`src/rtl/result_bcd_converter.sv`:
```
// result_bcd_converter
// Converts the divider's quotient (answer) and remainder (residue) to packed
// BCD for the seven-segment driver. Both values run through shift-and-add-3
// (double-dabble) side by side, one bit per clock, W clocks per conversion.
// The BCD outputs hold the last completed result until the next completion.
module result_bcd_converter #(
   parameter int W      = 10,
   parameter int DIGITS = 4
) (
   input  logic                clk,
   input  logic                rst,
   input  logic                start,
   input  logic [W-1:0]        answer,
   input  logic [W-1:0]        residue,
   output logic                busy,
   output logic                done,
   output logic [4*DIGITS-1:0] ans_bcd,
   output logic [4*DIGITS-1:0] res_bcd
);

   localparam int BW = 4 * DIGITS;
   localparam int CW = (W > 1) ? $clog2(W) : 1;

   typedef enum logic {
      IDLE,
      SHIFT
   } state_t;

   state_t         state_q;
   logic [CW-1:0]  cnt_q;
   logic [W-1:0]   ans_bin_q, res_bin_q;
   logic [W-1:0]   ans_bin_d, res_bin_d;
   logic [BW-1:0]  ans_acc_q, res_acc_q;
   logic [BW-1:0]  ans_acc_d, res_acc_d;
   logic [BW-1:0]  ans_adj, res_adj;
   logic [BW-1:0]  ans_bcd_q, res_bcd_q;
   logic           busy_q, done_q;
   logic           last_iter;

   // Add 3 to every digit that is 5 or more, so the following shift carries
   // correctly into the next decimal digit; a digit can therefore never pass 9.
   function automatic logic [BW-1:0] add3(input logic [BW-1:0] acc);
      logic [BW-1:0] r;
      r = acc;
      for (int i = 0; i < DIGITS; i++) begin
         if (acc[4*i +: 4] >= 4'd5) r[4*i +: 4] = acc[4*i +: 4] + 4'd3;
      end
      return r;
   endfunction

   // One double-dabble step for both accumulators: adjust, then shift {bcd, bin} left.
   always_comb begin
      // NOTE: every always_comb output gets a default first so no path leaves it unassigned (no latch).
      ans_adj   = add3(ans_acc_q);
      res_adj   = add3(res_acc_q);
      ans_acc_d = {ans_adj[BW-2:0], ans_bin_q[W-1]};
      res_acc_d = {res_adj[BW-2:0], res_bin_q[W-1]};
      ans_bin_d = {ans_bin_q[W-2:0], 1'b0};
      res_bin_d = {res_bin_q[W-2:0], 1'b0};
      last_iter = (cnt_q == CW'(W - 1));
   end

   // Control FSM plus datapath registers; all outputs come straight from flops.
   always_ff @(posedge clk or posedge rst) begin
      // NOTE: sequential state uses non-blocking assignments so every flop samples pre-edge values.
      if (rst) begin
         state_q   <= IDLE;
         cnt_q     <= '0;
         ans_bin_q <= '0;
         res_bin_q <= '0;
         ans_acc_q <= '0;
         res_acc_q <= '0;
         ans_bcd_q <= '0;
         res_bcd_q <= '0;
         busy_q    <= 1'b0;
         done_q    <= 1'b0;
      end else begin
         done_q <= 1'b0;
         case (state_q)
            IDLE: begin
               if (start) begin
                  ans_bin_q <= answer;
                  res_bin_q <= residue;
                  ans_acc_q <= '0;
                  res_acc_q <= '0;
                  cnt_q     <= '0;
                  busy_q    <= 1'b1;
                  state_q   <= SHIFT;
               end
            end
            SHIFT: begin
               ans_acc_q <= ans_acc_d;
               res_acc_q <= res_acc_d;
               ans_bin_q <= ans_bin_d;
               res_bin_q <= res_bin_d;
               cnt_q     <= cnt_q + CW'(1);
               if (last_iter) begin
                  ans_bcd_q <= ans_acc_d;
                  res_bcd_q <= res_acc_d;
                  done_q    <= 1'b1;
                  busy_q    <= 1'b0;
                  state_q   <= IDLE;
               end
            end
            default: state_q <= IDLE;
         endcase
      end
   end

   assign busy    = busy_q;
   assign done    = done_q;
   assign ans_bcd = ans_bcd_q;
   assign res_bcd = res_bcd_q;

endmodule
```
`config.mk`:
```
export PLATFORM = sky130hd
export DESIGN_NAME = result_bcd_converter
export DESIGN_NICKNAME = d
export VERILOG_FILES = /design/src/rtl/result_bcd_converter.sv
export SDC_FILE = /design/constraint.sdc
export NUM_CORES = 1
export LEC_CHECK = 0
export CORE_MARGIN = 3
export CORE_UTILIZATION = 55
export CTS_CLUSTER_SIZE = 8
export DETAILED_ROUTE_END_ITERATION = 8
export PLACE_DENSITY = 0.8
export SLEW_MARGIN = 0
export SYNTH_ARGS = -nofsm -noshare
export SYNTH_HDL_FRONTEND = slang
export SYNTH_SLANG_ARGS = --single-unit
export TNS_END_PERCENT = 5
```
`constraint.sdc`:
```
create_clock -name clk -period 3.8 [get_ports clk]
set_clock_uncertainty 0.15 [all_clocks]
set_input_delay 1.14 -clock clk [delete_from_list [all_inputs] [get_ports clk]]
set_output_delay 1.14 -clock clk [all_outputs]
set_load 0.005 [all_outputs]
```
==> results_dict.tcl, run 1 <==
set metrics [dict create \
    grt_first_pass_wirelength_mm 13.57 \
    cts_resized 0 \
    grt_max_degree 64 \
    end_kind "output port" \
    die_width_um 94.19 \
    worst-path-buf-inv 1 \
    vias 3116 \
    h-tree-depth 3 \
    cp_max_fo 2 \
    overflow 0 \
    synthTopCellsByCount "dfrtp_1 (91), nand2_1 (88), o21ai_0 (30), o21ai_1 (30), o22ai_1 (28)" \
    layout_worst_path_cycle_share 0.6790 \
    root_buffer "clkbuf_8" \
    vias_per_cell 5.372 \
    fin_tns_setup_ns 0 \
    place_ws_ns 1.222 \
    syn2layout_area_growth_pct 18.25 \
    timing.fmax_mhz 387.6 \
    seq_area_frac_synth 0.5323 \
    worst_slack_ns 1.220 \
    synth_edf_count 0 \
    antenna_found_initial 0 \
    synth_largest_area_cell "dfrtp_1" \
    gp_congestion 0.8168 \
    crit_chain "clkdlybuf4s50_1" \
    path_delay_family "buffers and inverters" \
    ys_ff_latch 91 \
    port_buffers 56 \
    critPathLaunchType "flop" \
    synth_cells 428 \
    antennaDiodeCount 0 \
    rows 31 \
    synthFlopType "dfrtp_1" \
    grt_pass1_vias 3088 \
    first_iter_violations 153 \
    drive_gt1_frac 0.07069 \
    grt_usage 0.1924 \
    ir_worst_vdd_uv 369.6 \
    final_nets 517 \
    path_clk_slew_ns 0.08 \
    cp.arrival_ns 1.29 \
    clockBufferDepth 2 \
    met3_usage 0.02965 \
    die_area_mm2 0.008872 \
    cp_data_required_time_ns 2.51 \
    crit_type "reg2out" \
    totalWireLength_mm 8.006 \
    finalPower_w 0.004109 \
    first_pass_iters 4 \
    p_leak_nw 2.248 \
    die_y_um 94.19 \
    synth.area.top_cells "dfrtp_1 (53%), nand2_1 (7.7%), ha_1 (5.3%), mux2i_1 (4.7%), o22ai_1 (4.1%)" \
    fin_hold_ws_ns 0.3354 \
    slowest_delay_ns 0.53 \
    postCtsHoldBufs 0 \
    yosysWarnings 0 \
    synth_top_cell_area_share 0.5323 \
    slowest_stage "clkdlybuf4s50_1" \
    maxCapViolations 0 \
    hold_class "reg2reg" \
    power_density_mw_per_mm2 812.2 \
    yosysUniqueCellTypes 30 \
    fin_crit_ns 2.580 \
    use_met1 0.2542 \
    initial_core_util 0.5774 \
    wl_per_cell_um 13.80 \
    drv_slew 0 \
    async_flop_share 1.000 \
    cts_tree "yes" \
    yosysMostFrequentCell "dfrtp_1" \
    clkSinkCount 91 \
    fp.coreArea_mm2 0.007408 \
    busiest_layer "met2" \
    max_slew_margin 0.3732 \
    tightest_slew_ns 0.9389 \
    drtAntennaViolNets 0 \
    io_pins 57 \
    drcViolationCount 0 \
    setup_viol 0 \
    cts_made_buffers 9 \
    hold_violations 0 \
    synth_nets 469 \
    use_met2 0.3156 \
    rsz0062_at_grt "false" \
    outcome "completed" \
    syn_area_mm2 0.004278 \
    cts_setup_buffers 0 \
    syn_avg_cell_area_um2 9.995 \
    insertion_delay_ns 0.35 \
    dp_hpwl_mm 5.440 \
]
[routing by layer]
metal | routed length, µm | up-vias
li1 | - | 1567
met5 | 0 | -
met4 | 129 | 0
met2 | 3831 | 62
met3 | 283 | 12
met1 | 3761 | 1475
[logic make-up (layout without fill, tap and decap cells)]
family / Yosys count / in the layout / synth area share
buffers and inverters: 43 / 96 / 0.04446
AND/OR/NAND/NOR: 124 / 124 / 0.1342
adder cells (fa/ha/maj): 18 / 18 / 0.05265
multiplexers: 28 / 28 / 0.07049
flip-flops: 91 / 91 / 0.5323
XOR/XNOR: 8 / 8 / 0.01638
AO/OA/AOI/OAI: 116 / 116 / 0.1495
[registers in the layout (all words and copies together), names as in the netlist]
| register | flops |
|---|---|
| busy | 1 |
| ans_bin_q | 10 |
| state_q | 1 |
| ans_acc_q | 16 |
| res_bin_q | 10 |
| res_bcd | 16 |
| res_acc_q | 16 |
| ans_bcd | 16 |
| done | 1 |
| cnt_q | 4 |
[area by class of cell]
class	count	area, µm²
sequential	91	2277
clock buffer	14	162.7
fill	569	2350
timing repair buffer	60	598.1
inverter	20	76.32
clock inverter	2	10.01
multi-input combinational	294	1810
tap	99	123.9
[tightest hold or removal path, cell delays in order (launching register included)]
cell     delay, ns
dfrtp_1       0.34
nand2_1       0.05
o21ai_1       0.06
[power by group]
part | leakage (nW) | internal [W] | switching [W]
Clock | 0.0905 | 0.000273 | 0.000310
Combinational | 0.989 | 0.000918 | 0.000924
Sequential | 1.17 | 0.00137 | 0.000311
Total | 2.25 | 0.00256 | 0.00154
[stage by stage]
stage | area [µm²] | cells | util
CTS | 5059 | 580 | 0.6828
finish | 5059 | 580 | 0.6828
floorplan | 4278 | 428 | -
detailed placement | 4886 | 564 | 0.6595
global route | 5059 | 580 | 0.6828
global placement | 4886 | 564 | 0.6595
[cells in the final DEF, fill, tap and decap left out, drive strengths merged, types with 3 or more instances in the layout]
| master | instances |
|---|---|
| dfrtp | 91 |
| nand2 | 88 |
| o21ai | 60 |
| clkdlybuf4s50 | 55 |
| o22ai | 28 |
| a21oi | 23 |
| mux2i | 20 |
| inv | 19 |
| ha | 18 |
| nor3b | 14 |
| clkbuf | 14 |
| nand2b | 8 |
| xnor2 | 8 |
| mux2 | 8 |
| nor2 | 5 |
| buf | 5 |
| nand3 | 4 |
| nor3 | 3 |
| clkinv | 3 |
[final timing paths]
| kind | from | end | slack [ns] | cells after the start |
|---|---|---|---|---|
| setup / recovery | busy | busy | 1.22 | 1 |
| hold / removal | ans_bcd[2] | ans_bcd[2] | 0.34 | 2 |
| setup reg to reg | state_q | cnt_q[3] | 1.69 | 5 |
| hold reg to reg | ans_bcd[2] | ans_bcd[2] | 0.34 | 2 |
| max in group asynchronous | rst | res_bin_q[3] | 1.80 | 3 |
| min in group asynchronous | rst | ans_bcd[12] | 1.00 | 2 |
Note: power is estimated with default switching activity, not from simulation.
==> run 2: changes to the inputs <==
clock period = 2.44 ns   (was 3.8 ns; I/O delays follow)
==> run 2 against run 1 <==
Cell area up 1.5%; worst setup slack worse by 0.94 ns; register-to-register slack worse by 1.1 ns; wire length down 0.31%; sequential share of layout area down 0.68 points; power up 59%; critical path type unchanged; critical endpoint is now ans_bcd[0]; highest routed layer unchanged.
==> results_dict.tcl, run 2 (synthesis results as in run 1) <==
set metrics [dict create \
    final_nets 522 \
    grt_first_pass_wirelength_mm 14.03 \
    slowest_delay_ns 0.52 \
    path_delay_family "buffers and inverters" \
    setup_viol 0 \
    fin_crit_ns 2.162 \
    topRoutingLayerUsed "met4" \
    hp-start "res_bcd[10]" \
    ir_worst_vdd_uv 585.3 \
    drive_gt1_frac 0.08642 \
    vias 3162 \
    rows 31 \
    post_dp_cell_area_mm2 0.004938 \
    vias_per_cell 5.405 \
    cts_made_buffers 9 \
    cp_data_required_time_ns 1.56 \
    outcome "completed" \
    postCtsHoldBufs 0 \
    cts_setup_buffers 0 \
    port_buffers 56 \
    crit_start "ans_bcd[0]" \
    power_density_mw_per_mm2 1275 \
    gp_congestion 0.8075 \
    clkSinkCount 91 \
    wl_met2_mm 3.702 \
    regToRegStartpoint "ans_acc_q[8]" \
    grt_usage 0.1976 \
    cts_resized 0 \
    worstRegToRegCells 6 \
    timing.fmax_mhz 462.6 \
    holdPathEnd "res_bcd[10]" \
    antennaDiodeCount 0 \
    first_pass_iters 4 \
    h-tree-depth 3 \
    insertion_delay_ns 0.36 \
    grt_max_degree 92 \
    met3_length_um 295 \
    rsz0062_at_grt "false" \
    hold_class "reg2reg" \
    overflow 0 \
    cp_max_fo 2 \
    p_leak_nw 2.280 \
    tightest_slew_ns 0.4876 \
    drtAntennaViolNets 0 \
    cts_tree "yes" \
    maxCapViolations 0 \
    path_clk_slew_ns 0.09 \
    die_area_mm2 0.008872 \
    crit_type "reg2out" \
    totalWireLength_mm 7.981 \
    cp.arrival_ns 1.28 \
    reg2reg_slack_ns 0.60 \
    reg2reg_to "ans_acc_q[10]" \
    slowest_stage "clkdlybuf4s50_1" \
    drv_slew 0 \
    m1WireLength_mm 3.883 \
    grt_pass1_vias 3063 \
    layout_worst_path_cycle_share 0.8859 \
    whs_path_depth 2 \
    dp_hpwl_mm 5.455 \
    antenna_found_initial 0 \
    final_cell_mix "dfrtp_1 (91), nand2_1 (88), clkdlybuf4s50_1 (55)" \
    crit_chain "clkdlybuf4s50_1" \
    fin_area_mm2 0.005136 \
    drcViolationCount 0 \
    final_common_cell "dfrtp_1" \
    io_pins 57 \
    fp.coreArea_mm2 0.007408 \
    first_iter_violations 129 \
    initial_core_util 0.5774 \
    hold_violations 0 \
    end_kind "output port" \
    max_slew_margin 0.6749 \
    wl_per_cell_um 13.64 \
    die_width_um 94.19 \
    critPathLaunchType "flop" \
    die_y_um 94.19 \
    fin_tns_setup_ns 0 \
    worst-path-buf-inv 1 \
    clockBufferDepth 2 \
    syn2layout_area_growth_pct 20.06 \
    root_buffer "clkbuf_8" \
]
## run 2: cell types whose count changed in the layout (fill, tap and decap cells not counted), moves of 2 or more
cell,change
clkbuf_8,-2
clkbuf_1,-3
inv_6,+3
buf_4,+4
clkinvlp_4,+2
## run 2: area by class of cell
class	count	area [µm²]
repair buffers	65	648.1
fillers	582	2272
clock buffers	9	123.9
multi-input cells	294	1810
inverters	20	78.83
well taps	99	123.9
flip-flops and latches	91	2277
clock inverters	7	73.82
## run 2: metrics by stage
| step | cells | total power [W] | util | worst slack, ns | hold slack [ns] |
|---|---|---|---|---|---|
| 6_report | 585 | 0.006548 | 0.6933 | 0.2784 | 0.3396 |
| 5_1_grt | 585 | 0.007128 | 0.6933 | 0.2395 | 0.3701 |
| 4_1_cts | 585 | 0.006611 | 0.6933 | 0.2678 | 0.3451 |
| 3_5_place_dp | 569 | 0.005571 | 0.6666 | 0.6111 | 0.3202 |
| 3_3_place_gp | 569 | 0.005384 | 0.6666 | 0.6439 | 0.3156 |
| 2_1_floorplan | 428 | 0.004547 | - | 0.4943 | 0.2992 |
## run 2: worst max path at each step
stage / end / slack, ns / depth (start not counted)
after detailed placement: ans_bin_q[7] / 0.61 / 4
final: ans_bcd[0] / 0.28 / 1
after global placement: ans_bin_q[3] / 0.64 / 4
after CTS: ans_bcd[0] / 0.27 / 1
after global routing: busy / 0.24 / 1
after floorplan: ans_acc_q[0] / 0.49 / 1
## run 2: layer usage
metal  vias to the layer above  track usage
met5                         -            0
met4                         0      0.06498
met3                         9      0.02724
met2                        69       0.3138
met1                      1506       0.2801
li1                       1578            -
## run 2: power breakdown
part	internal (W)	total [W]	switching, W
Combinational	0.00146	0.00290	0.00144
Clock	0.000481	0.00103	0.000548
Sequential	0.00214	0.00262	0.000479
